`src/rtl/param_mem_arbiter.sv`:
```
// param_mem_arbiter: shares one memory port between instruction-fetch and data requesters.
//
// Grants at most one request per cycle and forwards it combinationally to memory. The source
// of every accepted request is pushed into a tag FIFO. In-order memory responses are routed
// back to the requester at the FIFO head with zero latency.
//
// Ports:
//   clk, reset                 clock, synchronous active-high reset
//   imemreq_* / dmemreq_*      requester request ports (msg/val in, rdy out)
//   imemresp_* / dmemresp_*    requester response ports (msg/val out)
//   memreq_* / memresp_*       shared memory port
//   outstanding                accepted requests still awaiting a response
//   err_resp                   sticky: a response arrived with nothing in flight
//
// Build option: define PARAM_MEMARB_RR_EN to break both-valid ties round-robin
// instead of with fixed data-port priority.

module param_mem_arbiter #(
  parameter int unsigned MAX_OUTSTANDING = 4,
  parameter int unsigned REQ_SZ          = 67,
  parameter int unsigned RESP_SZ         = 35
) (
  input  logic                              clk,
  input  logic                              reset,

  input  logic [REQ_SZ-1:0]                 imemreq_msg,
  input  logic                              imemreq_val,
  output logic                              imemreq_rdy,
  output logic [RESP_SZ-1:0]                imemresp_msg,
  output logic                              imemresp_val,

  input  logic [REQ_SZ-1:0]                 dmemreq_msg,
  input  logic                              dmemreq_val,
  output logic                              dmemreq_rdy,
  output logic [RESP_SZ-1:0]                dmemresp_msg,
  output logic                              dmemresp_val,

  output logic [REQ_SZ-1:0]                 memreq_msg,
  output logic                              memreq_val,
  input  logic                              memreq_rdy,
  input  logic [RESP_SZ-1:0]                memresp_msg,
  input  logic                              memresp_val,

  output logic [$clog2(MAX_OUTSTANDING):0]  outstanding,
  output logic                              err_resp
);

  localparam int unsigned PtrW = $clog2(MAX_OUTSTANDING);
  localparam int unsigned CntW = PtrW + 1;

  typedef enum logic {
    SrcImem = 1'b0,
    SrcDmem = 1'b1
  } src_e;

  typedef enum logic {
    StOpen,
    StLocked
  } lock_st_e;

  lock_st_e          state_q, state_d;
  src_e              lock_src_q, lock_src_d;

  src_e              tag_q [MAX_OUTSTANDING];
  logic [PtrW-1:0]   wr_ptr_q, wr_ptr_d;
  logic [PtrW-1:0]   rd_ptr_q, rd_ptr_d;
  logic [CntW-1:0]   count_q, count_d;
  logic              err_q, err_d;

  logic              full, empty;
  logic              gnt_any, gnt_ok, gnt_req_val;
  src_e              gnt_src, tie_src, head_src;
  logic              accept, pop;

  // ---------------------------------------------------------------------------
  // Tie-break source
  // ---------------------------------------------------------------------------
`ifdef PARAM_MEMARB_RR_EN
  src_e rr_last_q, rr_last_d;

  assign tie_src = (rr_last_q == SrcImem) ? SrcDmem : SrcImem;

  always_comb begin
    rr_last_d = rr_last_q;
    if (accept) begin
      rr_last_d = gnt_src;
    end
  end

  // Resets to imem so the data port wins the first tie.
  always_ff @(posedge clk) begin
    if (reset) begin
      rr_last_q <= SrcImem;
    end else begin
      rr_last_q <= rr_last_d;
    end
  end
`else
  assign tie_src = SrcDmem;
`endif

  // ---------------------------------------------------------------------------
  // Grant and request path
  // ---------------------------------------------------------------------------
  assign full  = (count_q == CntW'(MAX_OUTSTANDING));
  assign empty = (count_q == '0);

  always_comb begin
    gnt_src = SrcImem;
    if (state_q == StLocked) begin
      gnt_src = lock_src_q;
    end else if (imemreq_val && dmemreq_val) begin
      gnt_src = tie_src;
    end else if (dmemreq_val) begin
      gnt_src = SrcDmem;
    end
  end

  // A full FIFO blocks all grants; a pop in the same cycle does not help.
  assign gnt_any     = (state_q == StLocked) | imemreq_val | dmemreq_val;
  assign gnt_ok      = gnt_any & ~full;
  assign gnt_req_val = (gnt_src == SrcDmem) ? dmemreq_val : imemreq_val;

  assign memreq_val  = gnt_ok & gnt_req_val;
  assign memreq_msg  = !gnt_ok ? '0 : ((gnt_src == SrcDmem) ? dmemreq_msg : imemreq_msg);

  assign imemreq_rdy = gnt_ok & (gnt_src == SrcImem) & memreq_rdy;
  assign dmemreq_rdy = gnt_ok & (gnt_src == SrcDmem) & memreq_rdy;

  assign accept      = memreq_val & memreq_rdy;

  // ---------------------------------------------------------------------------
  // Response path: route to FIFO head, drop and flag when nothing is in flight
  // ---------------------------------------------------------------------------
  assign head_src     = tag_q[rd_ptr_q];
  assign pop          = memresp_val & ~empty;

  assign imemresp_val = pop & (head_src == SrcImem);
  assign dmemresp_val = pop & (head_src == SrcDmem);
  assign imemresp_msg = imemresp_val ? memresp_msg : '0;
  assign dmemresp_msg = dmemresp_val ? memresp_msg : '0;

  assign outstanding  = count_q;
  assign err_resp     = err_q;

  // ---------------------------------------------------------------------------
  // Lock FSM: holds the stalled source so memreq_msg stays stable until accepted
  // ---------------------------------------------------------------------------
  always_comb begin
    state_d    = state_q;
    lock_src_d = lock_src_q;
    if (accept) begin
      state_d = StOpen;
    end else if (memreq_val && !memreq_rdy) begin
      state_d    = StLocked;
      lock_src_d = gnt_src;
    end
  end

  always_ff @(posedge clk) begin
    if (reset) begin
      state_q    <= StOpen;
      lock_src_q <= SrcImem;
    end else begin
      state_q    <= state_d;
      lock_src_q <= lock_src_d;
    end
  end

  // ---------------------------------------------------------------------------
  // Tag FIFO bookkeeping
  // ---------------------------------------------------------------------------
  always_comb begin
    wr_ptr_d = wr_ptr_q;
    rd_ptr_d = rd_ptr_q;
    count_d  = count_q;
    err_d    = err_q;
    if (accept) begin
      wr_ptr_d = wr_ptr_q + PtrW'(1);
    end
    if (pop) begin
      rd_ptr_d = rd_ptr_q + PtrW'(1);
    end
    unique case ({accept, pop})
      2'b10:   count_d = count_q + CntW'(1);
      2'b01:   count_d = count_q - CntW'(1);
      default: count_d = count_q;
    endcase
    if (memresp_val && empty) begin
      err_d = 1'b1;
    end
  end

  always_ff @(posedge clk) begin
    if (reset) begin
      wr_ptr_q <= '0;
      rd_ptr_q <= '0;
      count_q  <= '0;
      err_q    <= 1'b0;
    end else begin
      wr_ptr_q <= wr_ptr_d;
      rd_ptr_q <= rd_ptr_d;
      count_q  <= count_d;
      err_q    <= err_d;
    end
  end

  // Tag storage needs no reset: entries are only read between push and pop.
  always_ff @(posedge clk) begin
    if (!reset && accept) begin
      tag_q[wr_ptr_q] <= gnt_src;
    end
  end

endmodule
```
`config.mk`:
```
export PLATFORM = sky130hd
export DESIGN_NAME = param_mem_arbiter
export DESIGN_NICKNAME = d
export VERILOG_FILES = /design/src/rtl/param_mem_arbiter.sv
export SDC_FILE = /design/constraint.sdc
export NUM_CORES = 1
export LEC_CHECK = 0
export CAP_MARGIN = 10
export CORE_AREA = 2 2 126 128
export CTS_CLUSTER_DIAMETER = 120
export DETAILED_ROUTE_END_ITERATION = 10
export DIE_AREA = 0 0 128 130
export SLEW_MARGIN = 0
export SYNTH_ARGS = -nofsm -noshare
export SYNTH_HDL_FRONTEND = slang
export SYNTH_SLANG_ARGS = --single-unit
```
`constraint.sdc`:
```
create_clock -name clk -period 2.3 [get_ports clk]
set_clock_uncertainty 0.1 [all_clocks]
set_input_delay 0.23 -clock clk [delete_from_list [all_inputs] [get_ports clk]]
set_output_delay 0.23 -clock clk [all_outputs]
set_load 0.05 [all_outputs]
```
==> results by stage, run 1 <==
Logic synthesis:
- The proportion of netlist area held by the largest area contributor is around a fifth.
- Sequential elements use 14.8% of the synthesized area.
- During synthesis, Yosys emitted a total of 0 warnings.
- The library cell occupying the most area in the post-synthesis netlist is nand2_1.
- Sorting the synthesized cells by how often they occur yields nand2_1 (134), and3_1 (72), a21oi_1 (51).
- Sorting the synthesized cells by area gives the leading types as nand2_1 (21%), and3_1 (18%), a21oi_1 (10%), dfxtp_1 (9.9%), a21oi_2 (7.2%).
- Yosys mapped a number of flops with a built-in enable equal to 4.
- The synthesized flop and latch total is 16.
- Among all flip-flop cells after synthesis, the most frequent one is dfxtp_1.
- The cell with the most instances after synthesis is nand2_1.
- The number of different library cells used by synthesis comes to 38.
- The number of instances in the synthesized netlist is approximately 390.
- The synthesized net count is between 500 and 600.
- After synthesis, the mean cell area works out to between 6 and 7 um^2.
- In this run the cell area of the synthesized design comes to 0.00243 mm^2.
- The fraction of synthesis flops using an asynchronous set or reset pin is 0%.

Placed design:
- Summed over all nets, the half-perimeter wirelength after detailed placement is 10400 um.
- The minimum setup slack after placement is -0.160 ns.
- The last weighted congestion value of the routability-driven placer is 0.756.
- The number of input and output port buffers inserted is 320.
- In this run, placement finished with an instance count of between 800 and 900.

Route:
- The DRC violation total after the first TritonRoute iteration is about 120.
- For this run, the detailed router's first-pass iteration total came to 4.
- Dividing the detail-routed wire length by the instance count gives approximately 15 um.
- Summed over all layers, the routed wires come to approximately 13000 um.
- The via count is about 3800.
- The remaining routing DRC violations is 0.
- The post-route antenna net violation count is 0.
- After detailed routing, the number of vias per cell comes to 4.16.

Final layout:
- Cells with a size suffix above 1 make up between 30% and 40% of the layout.
- The area added between synthesis and finish is 176%.
- The final net count is just under 900.
- The filler cells instantiated in the layout total 1505.
- Once layout is complete, the utilization of the core stands at a little over two fifths.
- 0 antenna diodes ended up in the layout.
- The finished layout holds approximately 900 standard cells, fillers aside.

Setup path:
- The standard cell with the maximum stage delay on the critical path is or3_4.
- Of all nets on the critical path, the largest fanout is 2.
- The register-to-register setup slack is around 0.084 ns.
- STA puts the critical path data arrival time at ~2.3 ns.
- The startpoint type of the worst setup path is a flop.
- The signal on the critical path passes through mux2i_2 > a211oi_2 > inv_1 > ha_2 > inv_1 > fa_2 > xor2_2 > or3_4 > a21oi_2.
- At the worst endpoint, the required time is between 2 and 2.5 ns.
- For this run, the slowest stage of the critical path takes between 0.3 and 0.4 ns.
- The kind of end point of the critical path is a flop.
- The most used cell along the critical path is inv_1.
- The critical path in this run is classified as flop to flop.

Power:
- For this design the static power due to leakage is slightly above 3 nW.
- The total power draw is 0.00613 W.
- In this run the power density over the cells is 914 mW/mm^2.
- The worst-case IR drop observed on VDD is 0.432 mV.

Global routing:
- The number of global-route vias before repair is between 3000 and 4000.
- The total global routing overflow is 0.
- The wire length of the first global-routing pass is roughly 19000 um.
- The pin count of the biggest net entering global routing is 74.
- For this run, the total global-route usage over all layers was measured as about 14%.
- The number of antenna violations at the first check in global routing is 0.

Timing:
- The final worst-path cycle share is a little over nine tenths.
- For the pin with the worst max-slew slack, the measured transition is roughly 0.54 ns.
- The max-slew violation total from the final report came to 0.
- After layout, the worst setup slack is between 0.08 and 0.09 ns.
- The number of failing hold endpoints at the final stage was 0.
- Static timing analysis puts the maximum clock frequency at approximately 450 MHz.
- The smallest clock period supported by the final layout is computed as around 2.2 ns.
- The final setup violation count is 0.
- The worst hold slack is about 0.37 ns.
- In this run the tightest slew margin relative to its limit is around 64%.

Clock tree:
- The number of H-tree levels is 1.
- The CTS tree is done.
- In this run the deepest clock path goes through 2 buffers.
- The number of hold buffers added after cts is 0.
- The clock drives 16 sinks.
- The clock edge transition at the registers on the reported setup and hold paths is 0.05 ns.
- The cell chosen for the clock root is clkbuf_16.
- Buffers inserted during clock tree synthesis total 3.
- For the worst-skew pair, the clock arrives at the later sink with an insertion delay of roughly 0.25 ns.

Die:
- In this run the horizontal extent of the chip is between 100 and 150 um.
- Row generation in the floorplan step produced 46 rows.
- The total area inside the core boundary comes to between 0.015 and 0.02 mm^2.
- The y dimension of the die is about 130 um.
- Pin placement for this block handled around 320 I/O pins.
- The effective utilization at floorplan is 15.8%.
- The die covers about 0.017 mm^2.

Status:
- The run finished with clean final reports.

Min path:
- The type of the most critical hold path is flop to flop.

Job:
- Max-cap violations in this run came to 0.
==> logic make-up after synthesis <==
group           Yosys count  share of synthesized area [%]
mux                       8                           4.21
buf+inv                  46                           9.56
simple gates            231                           45.5
flops                    16                           14.8
fa+ha+maj                 6                           3.39
xor+xnor                  4                           1.44
compound gates           80                           21.1
==> power breakdown <==
part	total, W	internal [W]	switching (W)	leakage (nW)
clock	0.000337	0.000230	0.000106	0.0385
combinational	0.00534	0.00209	0.00325	2.87
sequential	0.000454	0.000366	0.0000875	0.137
total	0.00613	0.00269	0.00344	3.05
==> cell type report <==
type / count / area, um^2 / share of cell area (%)
flip-flops and latches: 16 / 372 / 5.54
clock inverters: 1 / 3.75 / 0.0559
well taps: 192 / 240 / 3.58
inverters: 8 / 30.0 / 0.448
clock buffers: 3 / 75.1 / 1.12
repair buffers: 352 / 4120 / 61.3
multi-input cells: 329 / 1870 / 27.9
==> per-layer routing <==
layer  track usage, %  vias to the layer above  wire length (um)
met5                0                        -                 0
met4             2.33                        0                99
met3             1.35                        6               571
met2             25.2                      106              6980
met1             18.6                     1684              5530
li1                 -                     1954                 -
==> stage by stage <==
stage	setup TNS [ns]	area, um^2
floorplan	0	2450
global placement	-0.0860	6560
detailed placement	-0.171	6560
CTS	0	6640
global route	-0.0108	6710
finish	0	6710
==> cells in the final DEF, fill, tap and decap left out, drive strengths merged <==
| cell | synthesis | layout |
|---|---|---|
| a211oi | 3 | 3 |
| a2111oi | 1 | 1 |
| inv | 8 | 8 |
| mux2i | 6 | 6 |
| o31a | 1 | 1 |
| nand2 | 134 | 134 |
| o41ai | 1 | 1 |
| clkinv | 0 | 1 |
| ha | 5 | 5 |
| fa | 1 | 1 |
| nand2b | 3 | 3 |
| dfxtp | 12 | 12 |
| or4b | 1 | 1 |
| clkdlybuf4s50 | 0 | 176 |
| or3 | 1 | 1 |
| nor3 | 2 | 2 |
| buf | 19 | 173 |
| or2 | 1 | 1 |
| nor2 | 10 | 10 |
| and3 | 72 | 72 |
| o21ai | 2 | 2 |
| and2 | 5 | 5 |
| a21oi | 71 | 71 |
| edfxtp | 4 | 4 |
| xor2 | 3 | 3 |
| dlymetal6s2s | 0 | 2 |
| xnor2 | 1 | 1 |
| nor3b | 1 | 1 |
| clkbuf | 19 | 4 |
| o311ai | 1 | 1 |
| mux2 | 2 | 2 |
| and4b | 1 | 1 |
==> critical path: cells and delay by family (launching register included) <==
kind,cells,cell delay [ns]
AND/OR/NAND/NOR,1,0.38
adder cells (fa/ha/maj),2,0.53
multiplexers,1,0.27
buffers and inverters,2,0.12
flip-flops,1,0.35
AO/OA/AOI/OAI,2,0.23
XOR/XNOR,1,0.16
==> path summary, 6_finish.rpt <==
kind | start | endpoint | cells after the start
worst max-delay path | lock_src_q | outstanding[2] | 9
worst min-delay path | err_resp | err_resp | 2
worst max register to register | lock_src_q | outstanding[2] | 9
worst min register to register | err_resp | err_resp | 2
==> what timing repair did <==
item                       CTS  global route
setup endpoints to repair    1            64
cloned                       0             1
resized for setup            1            10
setup buffers                0             2
pin swaps                    0             3
Power figures use the tool's default switching activity.
==> run 2, diff against run 1 <==
MAX_ROUTING_LAYER = met4   (was unset)
==> results by stage, run 2 (same netlist as run 1, synthesis figures left out) <==
Status:
- The flow ran to the end, and the final reports show no timing, DRC or antenna violations.

Placed design:
- The number of input and output port buffers inserted is 320.
- The last weighted congestion value of the routability-driven placer is between 0.7 and 0.8.
- The HPWL after detailed placement is 10400 um.

Clock tree:
- The number of buffers inserted during clock tree synthesis is 3.
- TritonCTS built the clock tree.
- The clock reaches the later pin of the worst-skew pair after roughly 0.25 ns.
- Clock tree synthesis found a total of 16 sinks.
- Buffers inserted to repair hold after CTS numbered 0.
- The number of H-tree levels is 1.
- The longest clock path from root to sink contains 2 buffers.
- Clock-pin slew was measured on the worst setup and hold paths at roughly 0.050 ns.
- The root buffer cell chosen for the clock tree is clkbuf_16.

Setup path:
- Data on the critical path arrives at its endpoint at 2.29 ns.
- The worst-case reg-to-reg path depth is 9.
- The worst path required time is around 2.4 ns.
- Tracing the worst setup path back leads to its startpoint at lock_src_q.
- STA classifies the critical path startpoint as a flop.
- The critical path is of the flop to flop type.
- The capture point of the worst path is outstanding[2].
- STA classifies the critical path endpoint as a flop.
- The largest driver fanout on the critical path is 2.
- The origin of the critical flop-to-flop path is lock_src_q.
- The capture point of the worst reg-to-reg path is outstanding[2].
- The register-to-register setup slack is approximately 0.083 ns.

Power:
- In this run the power density over the cells is about 900 mW/mm^2.
- The worst supply voltage drop on vdd is between 0.4 and 0.5 mV.
- In this run the static leakage power is roughly 3 nW.

Timing:
- Based on the critical path, the design can be clocked at up to 451 MHz.
- The number of failing hold endpoints at the final stage is 0.
- The final worst-path cycle share is a little over nine tenths.
- The final total negative setup slack is 0 ns.
- The actual slew at the worst max-slew pin is roughly 0.54 ns.
- Hold is met by about 0.37 ns.
- Headroom to the max-slew limit came out at between 60% and 70%.
- The max-slew violation total from the final report came to 0.
- The minimum clock period is around 2.2 ns.
- Setup violations remaining at the end of the flow were counted as 0.

Global routing:
- The most used routing layer in global routing is met2.
- Global routing used 25.3% of the available met2 tracks.
- The number of antenna violations at the first check in global routing is 0.
- The wire length of the first global-routing pass is 18900 um.
- For met1 alone, demand over resource in global routing was around a fifth.
- The total track usage is 14.5%.
- Global routing consumed, on the met3 layer, ~1.1% of the routing resources.
- Entering global routing, the biggest net connects between 70 and 80 pins.
- For this run the aggregate overflow at the end of global routing stands at 0.
- The number of global-route vias before repair came to 3368.

Die:
- In this run the standard cell core region covers 0.0154 mm^2.
- The die is approximately 130 um wide.
- The y dimension of the die is roughly 130 um.
- The area of the die is between 0.015 and 0.02 mm^2.
- between 300 and 400 I/O pins were placed.
- Row generation in the floorplan step produced 46 rows.
- The effective utilization at floorplan is ~16%.

Final layout:
- The filler cells instantiated in the layout total 1505.
- Leaving out fill and tap cells, the most frequent cell in the layout is clkdlybuf4s50_1.
- From synthesis to final layout, the design area changed by 176%.
- 0 antenna diodes ended up in the layout.
- In the final layout, the share of cells above drive strength 1 is 31.0%.
- After the last flow step, the layout net total stands at 891.
- The sequential cells in the finished layout cover a total of 372 um^2.
- The library cells used most frequently in the layout, excluding fill and tap cells, are clkdlybuf4s50_1 (176), nand2_1 (134), buf_4 (92).
- In the final layout, the multi-input gates occupy approximately 0.0019 mm^2.

Min path:
- The type of the most critical hold path is flop to flop.

Route:
- After detailed routing, the number of remaining DRC violations is 0.
- The final layout contains routed wiring with a total length of around 13000 um.
- The via count is about 3700.
- The average detailed-routed wire length per instance is 14.6 um.
- The pre-antenna-repair detailed-routing pass consisted of 4 iterations.
- The number of vias per cell after detailed routing is 4.15.
- After the first detailed-routing iteration, the DRC count stood at ~120.
- The post-route antenna net violation count is 0.

Job:
- The tool flagged a number of max-cap violations equal to 0.
-- run 2: per-stage QoR --
stage / worst slack, ns / total power, W / std cells / utilization, % / area, um^2
2_1_floorplan: 0.0129 / 0.00355 / 391 / - / 2450
3_3_place_gp: -0.0860 / 0.00575 / 894 / 42.5 / 6560
3_5_place_dp: -0.160 / 0.00575 / 894 / 42.5 / 6560
4_1_cts: 0.00119 / 0.00612 / 898 / 43.0 / 6640
5_1_grt: -0.0108 / 0.00644 / 901 / 43.5 / 6710
6_report: 0.0835 / 0.00614 / 901 / 43.5 / 6710
-- run 2: final cells by class --
cell class                 instances  share of cell area, %
inverter                           8                  0.448
clock inverter                     1                 0.0559
timing repair buffer             352                   61.3
sequential                        16                   5.54
tap                              192                   3.58
clock buffer                       3                   1.12
multi-input combinational        329                   27.9
-- run 2: worst max-delay path, stage by stage, from the launching register on --
cell      delay, ns
dfxtp_2        0.35
mux2i_2        0.27
a211oi_2       0.12
inv_1          0.07
ha_2           0.18
inv_1          0.05
fa_2           0.35
xor2_2         0.16
or3_4          0.38
a21oi_2        0.11
-- run 2: power by group --
| group | leakage [nW] | internal [W] | switching (W) |
|---|---|---|---|
| registers | 0.137 | 0.000366 | 0.0000880 |
| clock network | 0.0385 | 0.000230 | 0.000106 |
| logic | 2.87 | 0.00209 | 0.00325 |
| total | 3.05 | 0.00269 | 0.00345 |
-- run 2: what timing repair did --
action / CTS / global route
endpoints found under the setup margin: 1 / 64
resized for setup: 1 / 10
pin swaps: 0 / 3
gates cloned: 0 / 1
setup buffers: 0 / 2
-- run 2: per-layer routing --
layer  part of all wire [%]  wire, um
met1                     42      5570
met2                     53      6980
met3                    4.1       540
met4                   0.75        99
met5                      0         0
-- run 2: how the worst min path moves through the flow --
stage / startpoint / end / cells past startpoint
3_3_place_gp: err_resp / err_resp / 2
5_1_grt: err_resp / err_resp / 2
4_1_cts: err_resp / err_resp / 2
6_report: err_resp / err_resp / 2
3_5_place_dp: err_resp / err_resp / 2
2_1_floorplan: memresp_val / err_resp / 2
==> run 3, diff against run 2 <==
HOLD_SLACK_MARGIN = 0.03   (was unset)
==> results of run 3 <==
Same layout as run 2: the final DEF is identical, and so are final timing and power.
